`config.mk`:
```
export PLATFORM = sky130hd
export DESIGN_NAME = hpdcache_mem_read_sched
export DESIGN_NICKNAME = d
export VERILOG_FILES = /design/src/rtl/hpdcache_pkg.sv /design/src/rtl/hpdcache_mem_sched_rr_arb.sv /design/src/rtl/hpdcache_mem_read_sched.sv
export SDC_FILE = /design/constraint.sdc
export NUM_CORES = 1
export LEC_CHECK = 0
export CAP_MARGIN = 20
export CORE_AREA = 5 5 144 146
export DETAILED_ROUTE_END_ITERATION = 10
export DIE_AREA = 0 0 149 151
export GPL_TIMING_DRIVEN = 0
export MAX_ROUTING_LAYER = met4
export SYNTH_ARGS = -nofsm -noshare
export SYNTH_HDL_FRONTEND = slang
export SYNTH_SLANG_ARGS = --single-unit
```
`constraint.sdc`:
```
create_clock -name clk_i -period 7.1 [get_ports clk_i]
set_input_delay 1.42 -clock clk_i [delete_from_list [all_inputs] [get_ports clk_i]]
set_output_delay 1.42 -clock clk_i [all_outputs]
set_load 0.05 [all_outputs]
```
`src/rtl/hpdcache_pkg.sv`:
```
// Shared types and sizing helpers for the HPDcache memory read scheduler.
// Default request/response structs carry the ID field the scheduler stamps.
package hpdcache_pkg;

  localparam int HPDCACHE_MEM_ID_W   = 8;
  localparam int HPDCACHE_MEM_ADDR_W = 32;
  localparam int HPDCACHE_MEM_DATA_W = 64;
  localparam int HPDCACHE_MEM_SCHED_MAX_OUTST = 8;

  typedef struct packed {
    logic [HPDCACHE_MEM_ADDR_W-1:0] mem_req_addr;
    logic [7:0]                     mem_req_len;
    logic [2:0]                     mem_req_size;
    logic [HPDCACHE_MEM_ID_W-1:0]   mem_req_id;
    logic                           mem_req_cacheable;
  } hpdcache_mem_sched_req_t;

  typedef struct packed {
    logic                           mem_resp_r_error;
    logic [HPDCACHE_MEM_ID_W-1:0]   mem_resp_r_id;
    logic [HPDCACHE_MEM_DATA_W-1:0] mem_resp_r_data;
    logic                           mem_resp_r_last;
  } hpdcache_mem_sched_resp_r_t;

  // Width of the requester index stamped into the top of the ID.
  function automatic int hpdcache_mem_sched_idx_w(input int n_req);
    return (n_req > 2) ? $clog2(n_req) : 1;
  endfunction

  // Width of an outstanding counter able to hold 0..max_outst.
  function automatic int hpdcache_mem_sched_cnt_w(input int max_outst);
    return (max_outst > 0) ? $clog2(max_outst + 1) : 1;
  endfunction

  localparam int HPDCACHE_MEM_SCHED_CNT_W =
    hpdcache_mem_sched_cnt_w(HPDCACHE_MEM_SCHED_MAX_OUTST);

endpackage

```
`src/rtl/hpdcache_mem_sched_rr_arb.sv`:
```
// Round-robin arbiter: the pointer names the highest-priority requester and
// moves just past the winner whenever the grant is actually consumed.
module hpdcache_mem_sched_rr_arb
  import hpdcache_pkg::*;
#(
  parameter int N_REQ = 2,
  parameter int IDX_W = hpdcache_mem_sched_idx_w(N_REQ)
) (
  input  logic             clk_i,
  input  logic             rst_ni,
  input  logic [N_REQ-1:0] req_i,
  input  logic [N_REQ-1:0] elig_i,
  input  logic             advance_i,
  output logic [N_REQ-1:0] gnt_o,
  output logic [IDX_W-1:0] gnt_idx_o,
  output logic             gnt_valid_o
);

  logic [IDX_W-1:0] ptr_q;
  logic [IDX_W-1:0] cand;
  logic [N_REQ-1:0] active;

  assign active = req_i & elig_i;

  // Scan from the pointer and pick the first active requester.
  always_comb begin
    gnt_o       = '0;
    gnt_idx_o   = '0;
    gnt_valid_o = 1'b0;
    cand        = '0;
    for (int k = 0; k < N_REQ; k++) begin
      cand = IDX_W'((int'(ptr_q) + k) % N_REQ);
      if (!gnt_valid_o && active[cand]) begin
        gnt_valid_o = 1'b1;
        gnt_idx_o   = cand;
        gnt_o[cand] = 1'b1;
      end
    end
  end

  // Pointer moves to winner+1 (wrapping) only on a consumed grant.
  always_ff @(posedge clk_i or negedge rst_ni) begin
    if (!rst_ni) begin
      ptr_q <= '0;
    end else if (advance_i && gnt_valid_o) begin
      ptr_q <= (int'(gnt_idx_o) == N_REQ - 1) ? '0 : gnt_idx_o + 1'b1;
    end
  end

endmodule

```
`src/rtl/hpdcache_mem_read_sched.sv`:
```
// Shares one HPDcache memory read port between N_REQ requesters.
// Requests are arbitrated round-robin into a one-entry output register with
// the requester index stamped into the top ID bits; R beats are routed back
// by that index, and in-flight reads are capped per requester.
// Optional grant statistics: define HPDCACHE_MEM_READ_SCHED_STATS_EN.
module hpdcache_mem_read_sched
  import hpdcache_pkg::*;
#(
  parameter int  N_REQ     = 2,
  parameter int  MEM_ID_W  = 8,
  parameter int  MAX_OUTST = 8,
  parameter type hpdcache_mem_req_t    = hpdcache_mem_sched_req_t,
  parameter type hpdcache_mem_resp_r_t = hpdcache_mem_sched_resp_r_t
) (
  input  logic                 clk_i,
  input  logic                 rst_ni,
  input  logic [N_REQ-1:0]     req_valid_i,
  output logic [N_REQ-1:0]     req_ready_o,
  input  hpdcache_mem_req_t    req_i [N_REQ],
  output logic [N_REQ-1:0]     resp_valid_o,
  input  logic [N_REQ-1:0]     resp_ready_i,
  output hpdcache_mem_resp_r_t resp_o,
  output logic                 mem_req_valid_o,
  input  logic                 mem_req_ready_i,
  output hpdcache_mem_req_t    mem_req_o,
  input  logic                 mem_resp_valid_i,
  output logic                 mem_resp_ready_o,
  input  hpdcache_mem_resp_r_t mem_resp_i,
  output logic                 err_unknown_id_o,
  output logic [31:0]          stat_grant_o [N_REQ]
);

  localparam int IDX_W = hpdcache_mem_sched_idx_w(N_REQ);
  localparam int CNT_W = hpdcache_mem_sched_cnt_w(MAX_OUTST);

  logic [N_REQ-1:0] elig;
  logic [N_REQ-1:0] gnt;
  logic [IDX_W-1:0] gnt_idx;
  logic             gnt_valid;
  logic             or_loadable;
  logic             req_hs;
  logic [N_REQ-1:0] inc;
  logic [N_REQ-1:0] dec;
  logic [N_REQ-1:0] resp_sel;
  logic [IDX_W-1:0] resp_idx;
  logic             resp_idx_ok;
  logic             or_valid_q;
  logic             err_q;
  hpdcache_mem_req_t or_q;
  hpdcache_mem_req_t stamped;

  hpdcache_mem_sched_rr_arb #(
    .N_REQ (N_REQ),
    .IDX_W (IDX_W)
  ) i_rr_arb (
    .clk_i       (clk_i),
    .rst_ni      (rst_ni),
    .req_i       (req_valid_i),
    .elig_i      (elig),
    .advance_i   (req_hs),
    .gnt_o       (gnt),
    .gnt_idx_o   (gnt_idx),
    .gnt_valid_o (gnt_valid)
  );

  // The register may take a new request when empty or draining this cycle.
  assign or_loadable = !or_valid_q || mem_req_ready_i;
  assign req_hs      = or_loadable && gnt_valid;
  assign req_ready_o = or_loadable ? gnt : '0;
  assign inc         = req_hs ? gnt : '0;

  // Winner payload with its index written over the top ID bits.
  always_comb begin
    stamped = req_i[gnt_idx];
    stamped.mem_req_id[MEM_ID_W-1 -: IDX_W] = gnt_idx;
  end

  // Output register: holds steady while the port back-pressures.
  always_ff @(posedge clk_i or negedge rst_ni) begin
    if (!rst_ni) begin
      or_valid_q <= 1'b0;
      or_q       <= '0;
    end else if (req_hs) begin
      or_valid_q <= 1'b1;
      or_q       <= stamped;
    end else if (mem_req_ready_i) begin
      or_valid_q <= 1'b0;
    end
  end

  assign mem_req_valid_o = or_valid_q;
  assign mem_req_o       = or_q;

  assign resp_idx = mem_resp_i.mem_resp_r_id[MEM_ID_W-1 -: IDX_W];

  // Only a non power-of-2 requester count leaves unused index codes.
  if (N_REQ == (1 << IDX_W)) begin : g_idx_full
    assign resp_idx_ok = 1'b1;
  end else begin : g_idx_part
    assign resp_idx_ok = ({1'b0, resp_idx} < (IDX_W + 1)'(N_REQ));
  end

  for (genvar i = 0; i < N_REQ; i++) begin : g_sel
    assign resp_sel[i] = resp_idx_ok && (resp_idx == IDX_W'(i));
  end

  assign resp_valid_o     = mem_resp_valid_i ? resp_sel : '0;
  assign mem_resp_ready_o = !resp_idx_ok || |(resp_ready_i & resp_sel);
  assign dec = (mem_resp_valid_i && mem_resp_ready_o && mem_resp_i.mem_resp_r_last)
               ? resp_sel : '0;

  // Requesters send zeros in the index bits, so zeros are restored.
  always_comb begin
    resp_o = mem_resp_i;
    resp_o.mem_resp_r_id[MEM_ID_W-1 -: IDX_W] = '0;
  end

  // Unknown-index beats are swallowed and latch a sticky error.
  always_ff @(posedge clk_i or negedge rst_ni) begin
    if (!rst_ni) begin
      err_q <= 1'b0;
    end else if (mem_resp_valid_i && !resp_idx_ok) begin
      err_q <= 1'b1;
    end
  end

  assign err_unknown_id_o = err_q;

  for (genvar i = 0; i < N_REQ; i++) begin : g_outst
    logic [CNT_W-1:0] outst_q;

    assign elig[i] = req_valid_i[i] && (outst_q < CNT_W'(MAX_OUTST));

    // Counted on entry to the output register, released on the last beat.
    always_ff @(posedge clk_i or negedge rst_ni) begin
      if (!rst_ni) begin
        outst_q <= '0;
      end else if (inc[i] && !dec[i]) begin
        outst_q <= outst_q + 1'b1;
      end else if (dec[i] && !inc[i]) begin
        outst_q <= outst_q - 1'b1;
      end
    end

    a_no_underflow : assert property (@(posedge clk_i) disable iff (!rst_ni)
      !(dec[i] && !inc[i] && outst_q == '0));
  end

`ifdef HPDCACHE_MEM_READ_SCHED_STATS_EN
  for (genvar i = 0; i < N_REQ; i++) begin : g_stat
    logic [31:0] cnt_q;

    // Saturating grant counter.
    always_ff @(posedge clk_i or negedge rst_ni) begin
      if (!rst_ni) begin
        cnt_q <= '0;
      end else if (inc[i] && (cnt_q != '1)) begin
        cnt_q <= cnt_q + 1'b1;
      end
    end

    assign stat_grant_o[i] = cnt_q;
  end
`else
  for (genvar i = 0; i < N_REQ; i++) begin : g_stat_off
    assign stat_grant_o[i] = '0;
  end
`endif

endmodule
```
==> results.yml <==
yosys:
  synthCells: 504
  synthTopCellsByArea: "dfrtp_1 (33%), buf_4 (22%), o221ai_2 (15%), inv_1 (8.5%), nand4_1 (6.8%)"
  synth-edff-count: 0
  ys.flop_type: "dfrtp_1"
  synth_top_cell_by_area: "dfrtp_1"
  yosysTopAreaCellShare_pct: 32.6
  syn-cell-area_sq_um: 4760
  synth_area_per_cell_sq_um: 9.45
  yosysSeqAreaShare_pct: 32.6
  synth_seq_cells: 62
  synth_cell_type_count: 37
  synthArstFlopShare_pct: 100
  ys_warn_count: 0
power_and_ir_drop:
  seq_power_share_pct: 21.5
  power_per_cell_area_nw_per_um2: 364
  power.switching_mw: 1.45
  clkPwrFrac_pct: 15.2
  sw_frac_of_total_pct: 49.7
  p_leak_nw: 3.73
  internal-power_mw: 1.47
  finalPower_mw: 2.93
  peakVddDrop_v: 0.000105
  combPwrFrac_pct: 63.3
sta:
  fmax_mhz: 195
  tns_ns: 0
  fin_crit_ns: 5.12
  worstMarginPinSlew_ns: 0.877
  fin_skew_ns: 0.00797
  slew_violations: 0
  maxSlewHeadroom_pct: 41.6
  fin_crit_sh_pct: 72.1
  hold_viol_final: 0
  setup_viol: 0
  rsz0062_at_grt: "no"
floorplan:
  fp-row-count: 51
  dieArea_sq_um: 22500
  chipWidth_um: 149
  coreArea_sq_um: 19300
  pin_count: 383
  start_util_pct: 24.7
  die_y_um: 151
drt:
  wirelength_um: 16400
  drt-met1-wl_um: 6880
  via_count: 4303
  wl_met3_um: 1230
  ant_nets: 0
  drt_iter0_drc: 121
  topRoutingLayerUsed: "met4"
  drt-vias-per-instance: 3.94
  route.detailed.drc: 4
  wl_per_cell_um: 15.0
  dr_wl_met2_um: 8010
  drt_first_pass_iters: 9
critical_path:
  worstPathMaxFanout: 10
  cp-end-kind: "output port"
  cp-start-kind: "input port"
  arrival_ns: 3.70
  crit_type: "input port to output port"
  critical_path_required_ns: 5.68
cells_and_area:
  instances_no_fill: 1092
  drive_above_1_share_pct: 26.6
  syn_to_final_growth_pct: 69.0
  nFillCells: 1931
  nNetsFinal: 1016
cts:
  insertion_delay_ns: 0.34
  cts-hold-fix-buffers: 0
  cts-root-buf: "clkbuf_16"
  cts.sinks: 62
  cts.htree.levels: 3
  cts_resized: 0
  max-clock-path-buffers: 2
  cts_tree: "yes"
  clk_pin_slew_ns: 0.05
  cts_buffers: 9
  postCtsSetupBuffers: 0
outcome:
  status: "finished with violations"
  violations: "design-rule violations"
job:
  cap_violations: 0
global_route:
  grt_max_degree: 63
  grt_pass1_wl_um: 23900
  grt.total_usage_pct: 14.0
  grt_pass1_vias: 4372
  antenna_found_initial: 1
  overflow: 0
place:
  placed_cells: 1076
  dp_hpwl_um: 13000
  portBuffers: 242
  place_congestion: 0.763
hold_path:
  hp-class: "flip-flop to flip-flop"
[layer usage]
metal,global-route usage [%],vias to the layer above
met5,-,-
met4,4.44,0
met3,3.14,19
met2,22.3,205
met1,17.8,1932
li1,-,2147
[critical path, cell delays in order]
cell             delay, ns
clkdlybuf4s50_1       0.45
nand2b_1              0.11
buf_2                 0.27
nand3_2               0.32
buf_6                 0.27
inv_1                 0.06
clkdlybuf4s50_1       0.79
[worst paths after layout]
| check | from | end | slack, ns | cells after the start |
|---|---|---|---|---|
| min in group asynchronous | rst_ni | mem_req_o[38] | 1.20 | 1 |
| max | mem_req_ready_i | req_ready_o[1] | 1.98 | 7 |
| max in group asynchronous | rst_ni | mem_req_o[9] | 5.33 | 1 |
| min | g_outst[1].outst_q[2] | g_outst[1].outst_q[2] | 0.50 | 2 |
| max reg2reg | mem_req_valid_o | g_outst[1].outst_q[3] | 4.10 | 11 |
| min reg2reg | g_outst[1].outst_q[2] | g_outst[1].outst_q[2] | 0.50 | 2 |
[metrics by stage]
| step | hold WS [ns] | instance area, sq um | worst slack, ns | utilization (%) |
|---|---|---|---|---|
| floorplan | 0.456 | 5000 | 3.27 | - |
| global placement | 0.474 | 7760 | 1.94 | 40.3 |
| detailed placement | 0.495 | 7760 | 1.91 | 40.2 |
| CTS | 0.514 | 8050 | 1.92 | 41.7 |
| global route | 0.541 | 8050 | 1.84 | 41.8 |
| finish | 0.504 | 8050 | 1.98 | 41.8 |
[placed cells by master, fill, tap and decap left out, drive strengths merged, types with 2 or more instances in the layout]
master         count
a2111o             2
a21oi              4
and3               2
buf              154
clkbuf            26
clkdlybuf4s50    241
clkinv             4
conb              66
dfrtp             62
fa                 2
ha                 6
inv              108
mux2               3
mux2i              2
nand2              5
nand3              5
nand3b             3
nand4             52
nor2b              3
nor3               2
o211ai             4
o21ai              3
o221ai            51
or3                2
or4                2
xnor2              4
[logic make-up (layout without fill, tap and decap cells)]
| logic type | Yosys count | in the layout | synth area share (%) |
|---|---|---|---|
| other cells | 1 | 67 | 0.0788 |
| fa+ha+maj | 8 | 8 | 2.42 |
| xor+xnor | 4 | 4 | 0.736 |
| mux | 5 | 5 | 1.13 |
| simple gates | 81 | 81 | 10.5 |
| compound gates | 66 | 66 | 17.8 |
| flops | 62 | 62 | 32.6 |
| buf+inv | 277 | 534 | 34.7 |
[synth_stat cells (4+ instances only)]
cell type	instances
buf_4	139
nand4_1	52
dfrtp_1	62
nand2_1	5
o211ai_1	4
ha_1	6
nand3_1	4
buf_6	12
xnor2_1	4
o221ai_2	48
clkbuf_1	16
inv_1	108
a21oi_1	4
[flip-flops by register name (all words and copies together), names as in the netlist]
register,cells
mem_req_o,52
mem_req_valid_o,1
g_outst.outst_q,8
i_rr_arb.ptr_q,1
[power groups by stage]
stage	clock network (mW)	logic [mW]	registers (mW)
2_1_floorplan	0	0.792	1.13
6_report	0.445	1.85	0.628
5_1_grt	0.472	1.97	0.657
3_3_place_gp	0	1.87	0.632
4_1_cts	0.458	1.87	0.633
3_5_place_dp	0	1.87	0.638
[final cells by class]
class	instances	area (sq um)	area share, %
Multi-Input combinational cell	230	1800	22.4
Timing Repair Buffer	242	2420	30.1
Buffer	169	1250	15.5
Tap cell	265	332	4.12
Antenna cell	1	2.50	0.0311
Sequential cell	62	1550	19.3
Inverter	108	405	5.04
Clock buffer	10	239	2.97
Clock inverter	5	50.0	0.622
Note: power is estimated with default switching activity, not from simulation.
